## src/rtl/arm_ex_pkg.sv

```systemverilog
// Shared definitions for the ARM execute stage: opcodes, NZCV bit positions,
// multiply FSM states and small opcode classification helpers.
package arm_ex_pkg;

  typedef enum logic [3:0] {
    OP_AND = 4'h0, OP_EOR = 4'h1, OP_SUB = 4'h2, OP_RSB = 4'h3,
    OP_ADD = 4'h4, OP_ADC = 4'h5, OP_SBC = 4'h6, OP_RSC = 4'h7,
    OP_TST = 4'h8, OP_TEQ = 4'h9, OP_CMP = 4'hA, OP_CMN = 4'hB,
    OP_ORR = 4'hC, OP_MOV = 4'hD, OP_BIC = 4'hE, OP_MVN = 4'hF
  } alu_op_t;

  localparam int FLAG_N = 3;
  localparam int FLAG_Z = 2;
  localparam int FLAG_C = 1;
  localparam int FLAG_V = 0;

  typedef enum logic [1:0] {
    IDLE = 2'd0,
    RUN  = 2'd1,
    DONE = 2'd2
  } mul_state_t;

  // TST/TEQ/CMP/CMN occupy 8..B: they always set flags and never write back
  function automatic logic is_test_op(input logic [3:0] op);
    return op[3:2] == 2'b10;
  endfunction

  function automatic logic is_logical_op(input logic [3:0] op);
    case (op)
      OP_AND, OP_EOR, OP_TST, OP_TEQ,
      OP_ORR, OP_MOV, OP_BIC, OP_MVN: return 1'b1;
      default:                        return 1'b0;
    endcase
  endfunction

endpackage

```

## src/rtl/ex_stage_if.sv

```systemverilog
// ID/EX inputs and EX/MEM outputs of the execute stage bundled as one interface.
interface ex_stage_if;
  logic        reg_write_enable_in, mem_enable_in, mem_rw_in;
  logic        mem_to_reg_select_in, mem_size_in, pc_src_select_in;
  logic        alu_src_select_in;
  logic [3:0]  alu_control_in;
  logic        status_bit_in;
  logic [1:0]  am_bits_in;
  logic        is_mul_in;
  logic [31:0] reg_data_a_in, reg_data_b_in, reg_data_c_in;
  logic [31:0] extended_imm_in, pc_plus_4_in;
  logic [3:0]  reg_dst_in;
  logic        flush_in;

  logic        stall_out;
  logic [3:0]  flags_out;
  logic [31:0] alu_result_out, store_data_out, pc_plus_4_out;
  logic [3:0]  reg_dst_out;
  logic        reg_write_enable_out, mem_enable_out, mem_rw_out;
  logic        mem_to_reg_select_out, mem_size_out, pc_src_select_out;
  logic [1:0]  am_bits_out;

  modport master (
    output reg_write_enable_in, mem_enable_in, mem_rw_in, mem_to_reg_select_in,
           mem_size_in, pc_src_select_in, alu_src_select_in, alu_control_in,
           status_bit_in, am_bits_in, is_mul_in, reg_data_a_in, reg_data_b_in,
           reg_data_c_in, extended_imm_in, pc_plus_4_in, reg_dst_in, flush_in,
    input  stall_out, flags_out, alu_result_out, store_data_out, pc_plus_4_out,
           reg_dst_out, reg_write_enable_out, mem_enable_out, mem_rw_out,
           mem_to_reg_select_out, mem_size_out, pc_src_select_out, am_bits_out
  );

  modport slave (
    input  reg_write_enable_in, mem_enable_in, mem_rw_in, mem_to_reg_select_in,
           mem_size_in, pc_src_select_in, alu_src_select_in, alu_control_in,
           status_bit_in, am_bits_in, is_mul_in, reg_data_a_in, reg_data_b_in,
           reg_data_c_in, extended_imm_in, pc_plus_4_in, reg_dst_in, flush_in,
    output stall_out, flags_out, alu_result_out, store_data_out, pc_plus_4_out,
           reg_dst_out, reg_write_enable_out, mem_enable_out, mem_rw_out,
           mem_to_reg_select_out, mem_size_out, pc_src_select_out, am_bits_out
  );
endinterface

```

## src/rtl/arm_alu.sv

```systemverilog
// Combinational ARM data-processing ALU: result plus raw NZCV for the opcode.
module arm_alu
  import arm_ex_pkg::*;
(
  input  alu_op_t     op,
  input  logic [31:0] a,
  input  logic [31:0] b,
  input  logic        carry_in,
  output logic [31:0] result,
  output logic [3:0]  nzcv
);

  logic [31:0] x, y, logic_res;
  logic        cin, logical;
  logic [32:0] sum;

  // Subtracts become x + ~y + cin so one 33-bit adder yields C as NOT borrow
  always_comb begin
    x         = a;
    y         = b;
    cin       = 1'b0;
    logical   = 1'b0;
    logic_res = 32'd0;
    case (op)
      OP_SUB, OP_CMP: begin y = ~b; cin = 1'b1; end
      OP_RSB:         begin x = b; y = ~a; cin = 1'b1; end
      OP_ADD, OP_CMN: cin = 1'b0;
      OP_ADC:         cin = carry_in;
      OP_SBC:         begin y = ~b; cin = carry_in; end
      OP_RSC:         begin x = b; y = ~a; cin = carry_in; end
      OP_AND, OP_TST: begin logical = 1'b1; logic_res = a & b; end
      OP_EOR, OP_TEQ: begin logical = 1'b1; logic_res = a ^ b; end
      OP_ORR:         begin logical = 1'b1; logic_res = a | b; end
      OP_MOV:         begin logical = 1'b1; logic_res = b; end
      OP_BIC:         begin logical = 1'b1; logic_res = a & ~b; end
      OP_MVN:         begin logical = 1'b1; logic_res = ~b; end
      default:        logical = 1'b0;
    endcase
  end

  assign sum    = {1'b0, x} + {1'b0, y} + {32'd0, cin};
  assign result = logical ? logic_res : sum[31:0];

  always_comb begin
    nzcv         = 4'd0;
    nzcv[FLAG_N] = result[31];
    nzcv[FLAG_Z] = (result == 32'd0);
    nzcv[FLAG_C] = sum[32];
    nzcv[FLAG_V] = (x[31] == y[31]) && (sum[31] != x[31]);
  end

endmodule

```

## src/rtl/ex_stage.sv

```systemverilog
// ARM execute stage: ALU, NZCV register, EX/MEM register and, when MUL_EN is
// defined, a 32-cycle shift-add multiplier that stalls the front end.
module ex_stage
  import arm_ex_pkg::*;
(
  input  logic clk,
  input  logic reset,
  ex_stage_if.slave ex
);

  logic [31:0] operand_b, alu_result, mul_result;
  logic [3:0]  alu_nzcv, flags, flags_next;
  logic        test_op, write_flags, mul_busy, mul_done, stall;

  assign operand_b = ex.alu_src_select_in ? ex.extended_imm_in : ex.reg_data_b_in;

  arm_alu u_alu (
    .op       (alu_op_t'(ex.alu_control_in)),
    .a        (ex.reg_data_a_in),
    .b        (operand_b),
    .carry_in (flags[FLAG_C]),
    .result   (alu_result),
    .nzcv     (alu_nzcv)
  );

  assign test_op     = is_test_op(ex.alu_control_in);
  assign write_flags = test_op | ex.status_bit_in;

  // Logical ops have no meaningful carry/overflow, so C and V are kept
  always_comb begin
    flags_next = alu_nzcv;
    if (is_logical_op(ex.alu_control_in)) begin
      flags_next[FLAG_C] = flags[FLAG_C];
      flags_next[FLAG_V] = flags[FLAG_V];
    end
  end

`ifdef MUL_EN
  mul_state_t  state, next_state;
  logic [31:0] mcand, mplier, acc;
  logic [4:0]  count;

  always_ff @(posedge clk or posedge reset) begin
    if (reset) state <= IDLE;
    else       state <= next_state;
  end

  always_comb begin
    next_state = state;
    case (state)
      IDLE:    if (ex.is_mul_in && !ex.flush_in) next_state = RUN;
      RUN:     if (ex.flush_in) next_state = IDLE;
               else if (count == 5'd31) next_state = DONE;
      DONE:    next_state = IDLE;
      default: next_state = IDLE;
    endcase
  end

  // DONE deliberately ignores is_mul_in, which is still held from ID/EX
  always_comb begin
    stall    = 1'b0;
    mul_done = 1'b0;
    if (!reset && !ex.flush_in) begin
      stall    = (state == RUN) || (state == IDLE && ex.is_mul_in);
      mul_done = (state == DONE);
    end
  end

  assign mul_busy   = stall;
  assign mul_result = acc;

  always_ff @(posedge clk or posedge reset) begin
    if (reset) begin
      mcand  <= 32'd0;
      mplier <= 32'd0;
      acc    <= 32'd0;
      count  <= 5'd0;
    end else if (state == IDLE && ex.is_mul_in && !ex.flush_in) begin
      mcand  <= ex.reg_data_a_in;
      mplier <= ex.reg_data_b_in;
      acc    <= 32'd0;
      count  <= 5'd0;
    end else if (state == RUN && !ex.flush_in) begin
      if (mcand[0]) acc <= acc + mplier;
      mcand  <= mcand >> 1;
      mplier <= mplier << 1;
      count  <= count + 5'd1;
    end
  end
`else
  assign stall      = 1'b0;
  assign mul_busy   = 1'b0;
  assign mul_done   = 1'b0;
  assign mul_result = 32'd0;
`endif

  assign ex.stall_out = stall;
  assign ex.flags_out = flags;

  // Flush and multiply-busy cycles load a bubble: controls cleared, data held
  always_ff @(posedge clk or posedge reset) begin
    if (reset) begin
      flags                    <= 4'd0;
      ex.alu_result_out        <= 32'd0;
      ex.store_data_out        <= 32'd0;
      ex.pc_plus_4_out         <= 32'd0;
      ex.reg_dst_out           <= 4'd0;
      ex.reg_write_enable_out  <= 1'b0;
      ex.mem_enable_out        <= 1'b0;
      ex.mem_rw_out            <= 1'b0;
      ex.mem_to_reg_select_out <= 1'b0;
      ex.mem_size_out          <= 1'b0;
      ex.pc_src_select_out     <= 1'b0;
      ex.am_bits_out           <= 2'd0;
    end else if (ex.flush_in || mul_busy) begin
      ex.reg_write_enable_out  <= 1'b0;
      ex.mem_enable_out        <= 1'b0;
      ex.mem_rw_out            <= 1'b0;
      ex.mem_to_reg_select_out <= 1'b0;
      ex.mem_size_out          <= 1'b0;
      ex.pc_src_select_out     <= 1'b0;
      ex.am_bits_out           <= 2'd0;
    end else begin
      ex.store_data_out        <= ex.reg_data_c_in;
      ex.pc_plus_4_out         <= ex.pc_plus_4_in;
      ex.reg_dst_out           <= ex.reg_dst_in;
      ex.mem_enable_out        <= ex.mem_enable_in;
      ex.mem_rw_out            <= ex.mem_rw_in;
      ex.mem_to_reg_select_out <= ex.mem_to_reg_select_in;
      ex.mem_size_out          <= ex.mem_size_in;
      ex.pc_src_select_out     <= ex.pc_src_select_in;
      ex.am_bits_out           <= ex.am_bits_in;
      if (mul_done) begin
        ex.alu_result_out       <= mul_result;
        ex.reg_write_enable_out <= ex.reg_write_enable_in;
        if (ex.status_bit_in) begin
          flags[FLAG_N] <= mul_result[31];
          flags[FLAG_Z] <= (mul_result == 32'd0);
        end
      end else begin
        ex.alu_result_out       <= alu_result;
        ex.reg_write_enable_out <= ex.reg_write_enable_in & ~test_op;
        if (write_flags) flags <= flags_next;
      end
    end
  end

endmodule

```

## src/flat_wrapper.sv

```systemverilog
// flat-port wrapper written by rule: the top's interface ports become plain ports
module ex_stage_flat import arm_ex_pkg::*;
  (clk, reset, ex_reg_write_enable_in, ex_mem_enable_in, ex_mem_rw_in, ex_mem_to_reg_select_in, ex_mem_size_in, ex_pc_src_select_in, ex_alu_src_select_in, ex_alu_control_in, ex_status_bit_in, ex_am_bits_in, ex_is_mul_in, ex_reg_data_a_in, ex_reg_data_b_in, ex_reg_data_c_in, ex_extended_imm_in, ex_pc_plus_4_in, ex_reg_dst_in, ex_flush_in, ex_stall_out, ex_flags_out, ex_alu_result_out, ex_store_data_out, ex_pc_plus_4_out, ex_reg_dst_out, ex_reg_write_enable_out, ex_mem_enable_out, ex_mem_rw_out, ex_mem_to_reg_select_out, ex_mem_size_out, ex_pc_src_select_out, ex_am_bits_out);
  ex_stage_if ex_i ();
  input  logic clk;
  input  logic reset;
  input wire logic [$bits(ex_i.reg_write_enable_in)-1:0] ex_reg_write_enable_in;
  input wire logic [$bits(ex_i.mem_enable_in)-1:0] ex_mem_enable_in;
  input wire logic [$bits(ex_i.mem_rw_in)-1:0] ex_mem_rw_in;
  input wire logic [$bits(ex_i.mem_to_reg_select_in)-1:0] ex_mem_to_reg_select_in;
  input wire logic [$bits(ex_i.mem_size_in)-1:0] ex_mem_size_in;
  input wire logic [$bits(ex_i.pc_src_select_in)-1:0] ex_pc_src_select_in;
  input wire logic [$bits(ex_i.alu_src_select_in)-1:0] ex_alu_src_select_in;
  input wire logic [$bits(ex_i.alu_control_in)-1:0] ex_alu_control_in;
  input wire logic [$bits(ex_i.status_bit_in)-1:0] ex_status_bit_in;
  input wire logic [$bits(ex_i.am_bits_in)-1:0] ex_am_bits_in;
  input wire logic [$bits(ex_i.is_mul_in)-1:0] ex_is_mul_in;
  input wire logic [$bits(ex_i.reg_data_a_in)-1:0] ex_reg_data_a_in;
  input wire logic [$bits(ex_i.reg_data_b_in)-1:0] ex_reg_data_b_in;
  input wire logic [$bits(ex_i.reg_data_c_in)-1:0] ex_reg_data_c_in;
  input wire logic [$bits(ex_i.extended_imm_in)-1:0] ex_extended_imm_in;
  input wire logic [$bits(ex_i.pc_plus_4_in)-1:0] ex_pc_plus_4_in;
  input wire logic [$bits(ex_i.reg_dst_in)-1:0] ex_reg_dst_in;
  input wire logic [$bits(ex_i.flush_in)-1:0] ex_flush_in;
  output wire logic [$bits(ex_i.stall_out)-1:0] ex_stall_out;
  output wire logic [$bits(ex_i.flags_out)-1:0] ex_flags_out;
  output wire logic [$bits(ex_i.alu_result_out)-1:0] ex_alu_result_out;
  output wire logic [$bits(ex_i.store_data_out)-1:0] ex_store_data_out;
  output wire logic [$bits(ex_i.pc_plus_4_out)-1:0] ex_pc_plus_4_out;
  output wire logic [$bits(ex_i.reg_dst_out)-1:0] ex_reg_dst_out;
  output wire logic [$bits(ex_i.reg_write_enable_out)-1:0] ex_reg_write_enable_out;
  output wire logic [$bits(ex_i.mem_enable_out)-1:0] ex_mem_enable_out;
  output wire logic [$bits(ex_i.mem_rw_out)-1:0] ex_mem_rw_out;
  output wire logic [$bits(ex_i.mem_to_reg_select_out)-1:0] ex_mem_to_reg_select_out;
  output wire logic [$bits(ex_i.mem_size_out)-1:0] ex_mem_size_out;
  output wire logic [$bits(ex_i.pc_src_select_out)-1:0] ex_pc_src_select_out;
  output wire logic [$bits(ex_i.am_bits_out)-1:0] ex_am_bits_out;
  assign ex_i.reg_write_enable_in = ex_reg_write_enable_in;
  assign ex_i.mem_enable_in = ex_mem_enable_in;
  assign ex_i.mem_rw_in = ex_mem_rw_in;
  assign ex_i.mem_to_reg_select_in = ex_mem_to_reg_select_in;
  assign ex_i.mem_size_in = ex_mem_size_in;
  assign ex_i.pc_src_select_in = ex_pc_src_select_in;
  assign ex_i.alu_src_select_in = ex_alu_src_select_in;
  assign ex_i.alu_control_in = ex_alu_control_in;
  assign ex_i.status_bit_in = ex_status_bit_in;
  assign ex_i.am_bits_in = ex_am_bits_in;
  assign ex_i.is_mul_in = ex_is_mul_in;
  assign ex_i.reg_data_a_in = ex_reg_data_a_in;
  assign ex_i.reg_data_b_in = ex_reg_data_b_in;
  assign ex_i.reg_data_c_in = ex_reg_data_c_in;
  assign ex_i.extended_imm_in = ex_extended_imm_in;
  assign ex_i.pc_plus_4_in = ex_pc_plus_4_in;
  assign ex_i.reg_dst_in = ex_reg_dst_in;
  assign ex_i.flush_in = ex_flush_in;
  assign ex_stall_out = ex_i.stall_out;
  assign ex_flags_out = ex_i.flags_out;
  assign ex_alu_result_out = ex_i.alu_result_out;
  assign ex_store_data_out = ex_i.store_data_out;
  assign ex_pc_plus_4_out = ex_i.pc_plus_4_out;
  assign ex_reg_dst_out = ex_i.reg_dst_out;
  assign ex_reg_write_enable_out = ex_i.reg_write_enable_out;
  assign ex_mem_enable_out = ex_i.mem_enable_out;
  assign ex_mem_rw_out = ex_i.mem_rw_out;
  assign ex_mem_to_reg_select_out = ex_i.mem_to_reg_select_out;
  assign ex_mem_size_out = ex_i.mem_size_out;
  assign ex_pc_src_select_out = ex_i.pc_src_select_out;
  assign ex_am_bits_out = ex_i.am_bits_out;
  ex_stage u_core (.clk(clk), .reset(reset), .ex(ex_i));
endmodule
```

## config.mk

```make
export PLATFORM = sky130hd
export DESIGN_NAME = ex_stage_flat
export DESIGN_NICKNAME = d
export VERILOG_FILES = /design/src/rtl/arm_ex_pkg.sv /design/src/rtl/ex_stage_if.sv /design/src/rtl/arm_alu.sv /design/src/rtl/ex_stage.sv /design/src/flat_wrapper.sv
export SDC_FILE = /design/constraint.sdc
export NUM_CORES = 1
export LEC_CHECK = 0
export BUFFER_PORTS_ARGS = -buffer_cell sky130_fd_sc_hd__buf_2
export CORE_MARGIN = 2
export CORE_UTILIZATION = 57
export DETAILED_ROUTE_END_ITERATION = 16
export GPL_TIMING_DRIVEN = 0
export HOLD_SLACK_MARGIN = 0.02
export MAX_ROUTING_LAYER = met4
export PLACE_DENSITY = 0.95
export SETUP_SLACK_MARGIN = 0.15
export SLEW_MARGIN = 0
export SYNTH_ARGS = -nofsm -noshare
export SYNTH_HDL_FRONTEND = slang
export SYNTH_SLANG_ARGS = --single-unit
```

## constraint.sdc

```tcl
create_clock -name clk -period 5.5 [get_ports clk]
set_input_delay 1.1 -clock clk [delete_from_list [all_inputs] [get_ports clk]]
set_output_delay 1.1 -clock clk [all_outputs]
set_load 0.01 [all_outputs]
```

==> metrics.cfg, run 1 <==
[pwr]
seqPwrFrac_pct = 31.8
power_density_mw_per_mm2 = 256
pwr-share-comb_pct = 45.6
leakagePower_nw = 5.88
p_total_mw = 3.20
p_clk_share_pct = 22.6
switching_share_pct = 39.5
internal_power_mw = 1.94
ir_drop_mv = 0.232
power.switching_mw = 1.26

[setup_path]
critPathLaunchType = input pin
max_stage_delay_ns = 0.58
reg2reg_slack_ns = 1.23
critPathLaunch = ex_alu_control_in[0]
r2r_cells = 18
end_kind = flip-flop
cp_max_fo = 17
critPathKind = in -> reg
arrival_ns = 5.67
slowest_stage = or4_4
r2r_start = u_core.ex.flags_out[1]$_DFFE_PP0P_
crit_chain = buf_6 > buf_8 > buf_8 > nand3b_1 > buf_4 > buf_4 > buf_4 > clkbuf_4 > o21ai_0 > ha_1 > buf_2 > nand2_1 > o22ai_1 > o31ai_2 > a21oi_1 > or3_1 > a31oi_1 > and3_1 > nand4_1 > or4_4 > o21ai_1
reg2reg_to = u_core.ex.flags_out[2]$_DFFE_PP0P_
cp_common_cell = buf_4
worstPathRequired_ns = 5.78

[detailed_routing]
vias = 11052
antenna_left = 0
wl_per_cell_um = 23.8
drc_errors = 0
dr.first_iter.drc_count = 1540
dr.pass1.iters = 6
viasPerCell = 6.70
drt-total-wl_mm = 39.3

[placement]
numPortBuffers = 289
dp_cells = 1609
place_congestion = 1.03
dp_slack_ns = -1.00
hpwl_mm = 29.1

[worst_hold_path]
min_path_type = reg -> reg
hp-start = u_core.ex.flags_out[2]$_DFFE_PP0P_
hold_end = u_core.ex.flags_out[2]$_DFFE_PP0P_
whs_path_depth = 2

[final_layout]
final_cells = 1650
seq_area_mm2 = 0.00280
syn_to_final_growth_pct = 28.7
diodes = 0
multiInputGateArea_mm2 = 0.00671
fill_cells = 1201
final_nets = 1672
drive_above_1_share_pct = 37.8

[grt]
grt_max_degree = 66
antenna_found_initial = 0
grt_pass1_vias = 10478
grt_overflow_total = 0
grt_pass1_wl_mm = 58.2
grt_usage_pct = 43.1

[cts]
cts-root-buf = clkbuf_16
numCtsBuffers = 9
clkTransAtPathRegs_ns = 0.07
cts_num_sinks = 112
cts_tree = yes
htreeDepth = 3
clockBufferDepth = 2
clk_latency_ns = 0.35

[die]
die_y_um = 135
die_w_um = 135
placementRows = 47
die-area_mm2 = 0.0181
start_util_pct = 58.4
io_pins = 295
core-area_mm2 = 0.0166

[logic_synthesis]
synth.top_cell.area_share_pct = 28.9
synth_area_leaders = dfrtp_1 29%, mux2_2 9.7%, ha_1 8.1%, nand2_1 4.9%, o21ai_0 4.2%
synth_top_flop_cell = dfrtp_1
syn-num-nets = 1346
ys_seq_area_share_pct = 28.9
syn_inst = 1099
ys_ff_latch = 112
syn_avg_cell_area_um2 = 8.84
synth_area_mm2 = 0.00971
synth_common_cells = 128 x nand2_1, 112 x dfrtp_1, 84 x mux2_2
synthArstFlopShare_pct = 100
ys_types = 82
yosysTopAreaCell = dfrtp_1
yosys_warnings = 0
synth_edf_count = 0
synth.most_common_cell = nand2_1

[sta]
worst_slack_ns = 0.113
finalCritPeriodShare_pct = 97.9
hold_violations = 0
clock_skew_ns = 0.00462
slew_viol_final = 0
max_freq_ghz = 0.186
tightest_slew_ns = 0.904
period_minus_slack_ns = 5.39
slew_headroom_pct = 39.4
finalSetupViolations = 0
rsz0062_at_grt = false

[flow_run]
max_cap_viol_count = 0

[status]
status = finished, final reports clean

-- through the flow --
stage          hold WS (ns)  setup TNS [ns]  cell area [um^2]  util, %
2_1_floorplan         0.516               0              9740        -
3_3_place_gp          0.464           -4.09             11500     68.9
3_5_place_dp          0.471           -4.39             11500     69.1
4_1_cts               0.489               0             12100     72.9
5_1_grt               0.513               0             12500     75.1
6_report              0.489               0             12500     75.1
-- cell families (layout without fill, tap and decap cells) --
logic type | Yosys count | count (layout) | share of synthesized area, %
and+or+nand+nor | 302 | 302 | 15.2
adders and majority gates | 65 | 65 | 8.53
muxes | 139 | 139 | 16.5
xor gates and xnor gates | 35 | 35 | 3.16
other | 1 | 1 | 0.0386
DFF | 112 | 112 | 28.9
AOI/OAI and AO/OA | 319 | 319 | 22.2
buffers and inverters | 126 | 457 | 5.53
-- state kept, by name, summed over array words and instances, names as in the netlist --
name and cells:
u_core.ex.am_bits_out 2, u_core.ex.mem_size_out 1, u_core.ex.pc_src_select_out 1, u_core.ex.flags_out 4, u_core.ex.reg_dst_out 4, u_core.ex.pc_plus_4_out 32, u_core.ex.store_data_out 32, u_core.ex.mem_to_reg_select_out 1
u_core.ex.alu_result_out 32, u_core.ex.mem_enable_out 1, u_core.ex.mem_rw_out 1, u_core.ex.reg_write_enable_out 1
-- worst max path at each step --
| stage | cells after the start | to |
|---|---|---|
| after floorplan | 21 | u_core.ex.flags_out[2]$_DFFE_PP0P_ |
| after global placement | 21 | u_core.ex.flags_out[2]$_DFFE_PP0P_ |
| after CTS | 20 | u_core.ex.flags_out[2]$_DFFE_PP0P_ |
| final | 21 | u_core.ex.flags_out[2]$_DFFE_PP0P_ |
| after global routing | 21 | u_core.ex.flags_out[2]$_DFFE_PP0P_ |
| after detailed placement | 20 | u_core.ex.flags_out[2]$_DFFE_PP0P_ |
-- layout make-up --
| cell class | count | area share (%) |
|---|---|---|
| clock buffers | 9 | 1.80 |
| repair buffers | 316 | 13.4 |
| plain buffers | 81 | 4.36 |
| clock inverters | 7 | 0.810 |
| multi-input cells | 861 | 53.6 |
| flip-flops and latches | 112 | 22.4 |
| inverters | 44 | 1.34 |
| well taps | 220 | 2.20 |
-- routing by layer --
metal | GRT usage (%) | vias up | routed length [um]
met3 | 9.27 | 231 | 4500
met1 | 51.4 | 5182 | 13700
li1 | - | 4724 | -
met2 | 68.1 | 915 | 18400
met5 | - | - | 0
met4 | 23.9 | 0 | 2720
-- what timing repair did --
action                                  4_1_cts  5_1_grt
gates cloned                                  1        0
setup buffers                                14       11
pin swaps                                    11       15
endpoints found under the setup margin       10        1
hold buffers                                  0        0
resized for setup                            60       80
-- critical path, delay by kind of cell --
family,cells,cell delay [ns]
AO/OA/AOI/OAI,6,1.32
buffers and inverters,8,1.26
AND/OR/NAND/NOR,6,1.72
adder cells (fa/ha/maj),1,0.25
-- power by group through the flow --
stage | Combinational (mW) | Sequential, mW | Clock, mW
2_1_floorplan | 0.768 | 1.07 | 0
3_3_place_gp | 1.26 | 1.01 | 0
3_5_place_dp | 1.30 | 1.02 | 0
4_1_cts | 1.35 | 1.01 | 0.719
5_1_grt | 1.55 | 1.03 | 0.746
6_report | 1.46 | 1.02 | 0.725
-- layout by cell type, fill, tap and decap left out, drive strengths merged, types with 55 or more instances in the layout --
master  instances
buf           347
nand2         128
dfrtp         112
o21ai          89
mux2           84
a21oi          67
ha             63
clkbuf         59
mux2i          55
(Power assumes the default switching activity.)
==> run 2, diff against run 1 <==
- PLACE_DENSITY: 0.95 -> 0.87
==> run 2 against run 1 <==
Non-clock buffer count decreased by 8. Critical path depth did not move. Global-route usage fell by 0.84 points. Combinational power is essentially flat. Critical endpoint unchanged. Sequential share of layout area rose by 0.24 points. Clock power is 8.8% lower. Count of clock-buffer cells in the layout is the same. Largest cell class unchanged.
==> metrics.cfg, run 2 (synthesis gave the netlist of run 1 again) <==
[status]
status = finished, final reports clean

[die]
die_w_um = 135  ; unchanged
die_y_um = 135  ; unchanged
core-area_mm2 = 0.0166  ; unchanged
placementRows = 47  ; unchanged
die-area_mm2 = 0.0181  ; unchanged
start_util_pct = 58.4  ; unchanged
io_pins = 295  ; unchanged

[sta]
rsz0062_at_grt = false
max_freq_ghz = 0.190  ; +2.3%
period_minus_slack_ns = 5.26  ; -0.123 ns
finalSetupViolations = 0  ; unchanged
slew_viol_final = 0  ; unchanged
finalCritPeriodShare_pct = 95.7  ; -2.2 points
slew_headroom_pct = 30.7  ; -8.7 points
setup_tns_ns = 0  ; unchanged
tightest_slew_ns = 1.03  ; +0.130 ns
hold_violations = 0  ; unchanged
clock_skew_ns = 0.00725  ; +0.00263 ns

[final_layout]
fill_cells = 1243  ; +3.5%
final_common_cell = buf_2
seq_area_mm2 = 0.00280  ; unchanged
syn_to_final_growth_pct = 27.4
top_regs = u_core.ex.alu_result_out: 32 flops, u_core.ex.pc_plus_4_out: 32 flops, u_core.ex.store_data_out: 32 flops
diodes = 0  ; unchanged
drive_above_1_share_pct = 37.4  ; -0.42 points
layout_common_cells = 301 x buf_2, 128 x nand2_1, 112 x dfrtp_1
multiInputGateArea_mm2 = 0.00667  ; -0.58%
fin_util_pct = 74.3  ; -0.80 points
final_nets = 1664  ; -0.48%

[grt]
grt_usage_pct = 42.2  ; -0.84 points
grt_overflow_total = 0  ; unchanged
antenna_found_initial = 0  ; unchanged
grt_max_degree = 74  ; +12%
grt_pass1_wl_mm = 56.9  ; -2.2%
grt_pass1_vias = 10342  ; -1.3%

[placement]
numPortBuffers = 289  ; unchanged
hpwl_mm = 29.4  ; +0.90%
place_congestion = 1.01  ; -1.9%

[cts]
cts-root-buf = clkbuf_16
numCtsBuffers = 9  ; unchanged
clk_latency_ns = 0.36  ; about the same
htreeDepth = 3  ; unchanged
clockBufferDepth = 2  ; unchanged
cts_tree = yes
cts_hold_buf = 0  ; unchanged
clkTransAtPathRegs_ns = 0.08  ; about the same
cts_num_sinks = 112  ; unchanged

[detailed_routing]
viasPerCell = 6.51  ; -2.8%
drc_errors = 0  ; unchanged
wl_per_cell_um = 23.0  ; -3.5%
drt-total-wl_mm = 37.8  ; -3.9%
vias = 10685  ; -3.3%
dr.first_iter.drc_count = 1164  ; -24%
dr.pass1.iters = 8  ; +2
antenna_left = 0  ; unchanged

[pwr]
seqPwrFrac_pct = 32.4  ; +0.6 points
internal_power_mw = 1.85  ; -4.4%
ir_drop_mv = 0.284  ; +22%
pwr-share-comb_pct = 46.4  ; +0.8 points
power_density_mw_per_mm2 = 252  ; -1.7%
switching_share_pct = 40.5  ; +1.0 points
p_clk_share_pct = 21.2  ; -1.4 points
power.switching_mw = 1.26  ; -0.21%
leakagePower_nw = 5.82  ; -0.94%

[setup_path]
critPathKind = in -> reg
arrival_ns = 5.56  ; -0.11 ns
critPathLaunchType = input pin
end_kind = flip-flop
cp_max_fo = 10  ; -7
worstPathRequired_ns = 5.80  ; +0.02 ns

[flow_run]
max_cap_viol_count = 0  ; unchanged

[worst_hold_path]
min_path_type = reg -> reg

run 2: power by group through the flow:
stage / clock, mW / sequential, mW / combinational [mW]
final: 0.661 / 1.01 / 1.44
after global routing: 0.689 / 1.02 / 1.54
after CTS: 0.657 / 1.00 / 1.35
after detailed placement: 0 / 1.02 / 1.31
after global placement: 0 / 1.01 / 1.28
after floorplan: 0 / 1.07 / 0.768
run 2: timing repair:
| item | 4_1_cts | 5_1_grt |
|---|---|---|
| setup buffers | 6 | 14 |
| gates cloned | 0 | 1 |
| gates resized for setup | 62 | 56 |
| pin swaps | 10 | 20 |
| endpoints found under the setup margin | 11 | 1 |
run 2: final cells by class:
cell class                 count  share of cell area [%]
buffer                        78                    3.91
clock buffer                   9                    1.82
clock inverter                 7                   0.597
inverter                      44                    1.39
multi-input combinational    861                    53.9
sequential                   112                    22.7
tap                          220                    2.22
timing repair buffer         311                    13.5
run 2: final timing paths:
kind | startpoint | end | slack (ns) | cells past startpoint
min | u_core.ex.alu_result_out[18]$_DFFE_PP0N_ | u_core.ex.alu_result_out[18]$_DFFE_PP0N_ | 0.49 | 2
min reg2reg | u_core.ex.alu_result_out[18]$_DFFE_PP0N_ | u_core.ex.alu_result_out[18]$_DFFE_PP0N_ | 0.49 | 2
max reg2reg | u_core.ex.flags_out[1]$_DFFE_PP0P_ | u_core.ex.flags_out[2]$_DFFE_PP0P_ | 1.31 | 17
min in group asynchronous | reset | u_core.ex.store_data_out[11]$_DFFE_PP0N_ | 0.77 | 2
max in group asynchronous | reset | u_core.ex.pc_plus_4_out[12]$_DFFE_PP0N_ | 3.98 | 3
max | ex_alu_control_in[2] | u_core.ex.flags_out[2]$_DFFE_PP0P_ | 0.24 | 21
run 2: per-stage QoR:
step                instances  worst slack (ns)  area [um^2]  hold WS, ns  total power, mW
floorplan                1099             0.156         9740        0.516             1.84
global placement         1608             -1.21        11500        0.464             2.29
detailed placement       1609             -1.22        11500        0.469             2.33
CTS                      1628             0.163        12000        0.486             3.01
global route             1642             0.126        12400        0.510             3.25
finish                   1642             0.236        12400        0.489             3.11
run 2: worst max-delay path, cell delays in order:
cell and delay [ns]:
buf_2 0.13, and2_1 0.15, clkbuf_2 0.20, buf_8 0.20, o21ai_4 0.22, nor2_2 0.07, a211oi_2 0.21, fa_2 0.28
inv_1 0.07, fa_2 0.37, a21o_1 0.23, nand4_1 0.15, buf_6 0.14, a21oi_4 0.07, o21a_1 0.23, o211ai_1 0.32
a21bo_2 0.20, o31ai_2 0.07, or4b_4 0.58, or4_4 0.44, o21ai_2 0.11
run 2: layer usage:
metal	up-vias	wire, um	GRT usage [%]
met5	-	0	-
met4	0	2310	21.6
met3	174	3730	7.96
met2	708	17400	66.4
met1	5082	14300	52.2
li1	4721	-	-
==> run 3, diff against run 2 <==
- clock period: 5.5 -> 6.1 ns (I/O delays scaled with it)
==> run 3 against run 2 <==
Sequential power is 9.5% lower. Setup slack got worse by 0.073 ns. Flip-flop and latch count did not move. Critical path type unchanged. Critical endpoint unchanged. Highest routed layer unchanged.
==> metrics.cfg, run 3 (synthesis gave the netlist of run 1 again) <==
[setup_path]
critPathLaunchType = input pin
worstSetupEndpoint = u_core.ex.flags_out[2]$_DFFE_PP0P_
reg2reg_to = u_core.ex.flags_out[2]$_DFFE_PP0P_
critPathKind = in -> reg
worstPathRequired_ns = 6.39  ; +0.59 ns
r2r_cells = 16  ; -1
reg2reg_slack_ns = 1.52  ; +0.21 ns
r2r_start = u_core.ex.flags_out[1]$_DFFE_PP0P_
cp_max_fo = 10  ; unchanged
critPathLaunch = ex_alu_control_in[1]
arrival_ns = 6.22  ; +0.66 ns
end_kind = flip-flop

[die]
placementRows = 47  ; unchanged
core-area_mm2 = 0.0166  ; unchanged
io_pins = 295  ; unchanged
die_w_um = 135  ; unchanged
start_util_pct = 58.4  ; unchanged
die-area_mm2 = 0.0181  ; unchanged
die_y_um = 135  ; unchanged

[sta]
finalSetupViolations = 0  ; unchanged
period_minus_slack_ns = 5.94
rsz0062_at_grt = false
hold_violations = 0  ; unchanged
slew_headroom_pct = 35.8  ; +5.2 points
worst_slack_ns = 0.163  ; -0.0731 ns
clock_skew_ns = 0.00982  ; +0.00257 ns
tightest_slew_ns = 0.957  ; -0.0770 ns
max_freq_ghz = 0.168
finalCritPeriodShare_pct = 97.3
hold_ws_ns = 0.481  ; -0.00760 ns
slew_viol_final = 0  ; unchanged

[cts]
clkTransAtPathRegs_ns = 0.08  ; about the same
clk_latency_ns = 0.36  ; about the same
cts_tree = yes
cts_hold_buf = 0  ; unchanged
htreeDepth = 3  ; unchanged
clockBufferDepth = 2  ; unchanged
cts-root-buf = clkbuf_16
cts_num_sinks = 112  ; unchanged
numCtsBuffers = 9  ; unchanged

[final_layout]
top_regs = u_core.ex.alu_result_out: 32 flops, u_core.ex.pc_plus_4_out: 32 flops, u_core.ex.store_data_out: 32 flops
fill_cells = 1296  ; +4.3%
final_common_cell = buf_2
layout_common_cells = 302 x buf_2, 128 x nand2_1, 112 x dfrtp_1
final_nets = 1655  ; -0.54%
final_area_mm2 = 0.0120  ; -3.0%
syn_to_final_growth_pct = 23.5
drive_above_1_share_pct = 35.2  ; -2.2 points

[pwr]
ir_drop_mv = 0.163  ; -43%
power_density_mw_per_mm2 = 228  ; -9.6%
leakagePower_nw = 5.71  ; -1.8%
p_total_mw = 2.73  ; -12%

[grt]
grt_usage_pct = 41.3  ; -0.97 points
grt_max_degree = 60  ; -19%
grt_pass1_vias = 9973  ; -3.6%
antenna_found_initial = 1  ; +1
grt_pass1_wl_mm = 55.6  ; -2.3%
grt_overflow_total = 0  ; unchanged

[placement]
numPortBuffers = 289  ; unchanged
dp_slack_ns = -1.51  ; -0.296 ns
place_congestion = 1.00  ; -0.94%
place_area_mm2 = 0.0115  ; -0.24%
hpwl_mm = 29.2  ; -0.66%

[detailed_routing]
dr.first_iter.drc_count = 1106  ; -5.0%
drc_errors = 0  ; unchanged
wl_per_cell_um = 22.9  ; -0.28%
vias = 10567  ; -1.1%
dr.pass1.iters = 9  ; +1
antenna_left = 0  ; unchanged
viasPerCell = 6.47  ; -0.62%
drt-total-wl_mm = 37.5  ; -0.77%

[status]
status = finished, final reports clean

[worst_hold_path]
hp-start = u_core.ex.alu_result_out[14]$_DFFE_PP0N_
min_path_type = reg -> reg

[flow_run]
max_cap_viol_count = 0  ; unchanged

-- run 3: cell types whose count changed in the layout (fill, tap and decap cells not counted), moves of 3 or more --
cell,before,now
clkbuf_2,8,13
mux2i_2,11,14
mux2i_1,32,36
mux2i_4,12,5
buf_8,4,0
buf_4,22,17
clkbuf_1,30,35
clkbuf_4,11,4
-- run 3: report_power, final --
group          switching, mW  internal, mW  leakage [nW]  total [mW]
Clock                  0.290         0.283         0.136       0.573
Combinational          0.743         0.500          4.24        1.24
Sequential            0.0665         0.848          1.33       0.914
-- run 3: stage by stage --
step	instances	TNS (ns)	utilization (%)
finish	1634	0	72.1
detailed placement	1609	-14.54	68.9
global route	1634	0	72.1
floorplan	1099	0	-
CTS	1628	0	71.2
global placement	1608	-11.06	68.7
-- run 3: final cells by class --
type | count | area, um^2 | share of cell area (%)
timing repair buffer | 301 | 1560 | 13.0
clock inverter | 6 | 55.1 | 0.459
inverter | 44 | 168 | 1.40
tap | 220 | 275 | 2.29
antenna | 1 | 2.50 | 0.0209
buffer | 79 | 427 | 3.56
clock buffer | 10 | 229 | 1.91
sequential | 112 | 2800 | 23.4
multi-input combinational | 861 | 6480 | 54.0
-- run 3: timing repair --
item,in CTS,in global routing
pin swaps,3,11
resized for setup,29,51
setup buffers,4,7
setup endpoints to repair,24,1
-- run 3: worst max-delay path, cell delays in order --
cell and delay (ns):
buf_2 0.14, buf_4 0.19, buf_6 0.18, buf_6 0.18
nand3b_1 0.23, buf_6 0.22, nor2_1 0.12, a211oi_2 0.07
fa_1 0.43, inv_1 0.10, fa_1 0.22, a21o_1 0.21
nand4_1 0.32, a211oi_4 0.52, o211ai_1 0.20, a21oi_2 0.20
o31ai_1 0.14, nor4_1 0.37, nand4_1 0.22, or4_1 0.58
o21ai_1 0.14
-- run 3: worst min-delay path by stage --
stage,to,cells after the start
detailed placement,u_core.ex.alu_result_out[14]$_DFFE_PP0N_,2
finish,u_core.ex.alu_result_out[14]$_DFFE_PP0N_,2
floorplan,u_core.ex.alu_result_out[14]$_DFFE_PP0N_,2
CTS,u_core.ex.alu_result_out[14]$_DFFE_PP0N_,2
global placement,u_core.ex.flags_out[3]$_DFFE_PP0P_,2
global route,u_core.ex.alu_result_out[10]$_DFFE_PP0N_,2
-- run 3: metal layers --
metal / vias up / global-route usage, % / wire length [um]
met5: - / - / 0
met4: 0 / 19.6 / 2040
met3: 153 / 8.03 / 3780
met2: 691 / 65.4 / 17600
met1: 5011 / 50.9 / 14100
li1: 4712 / - / -
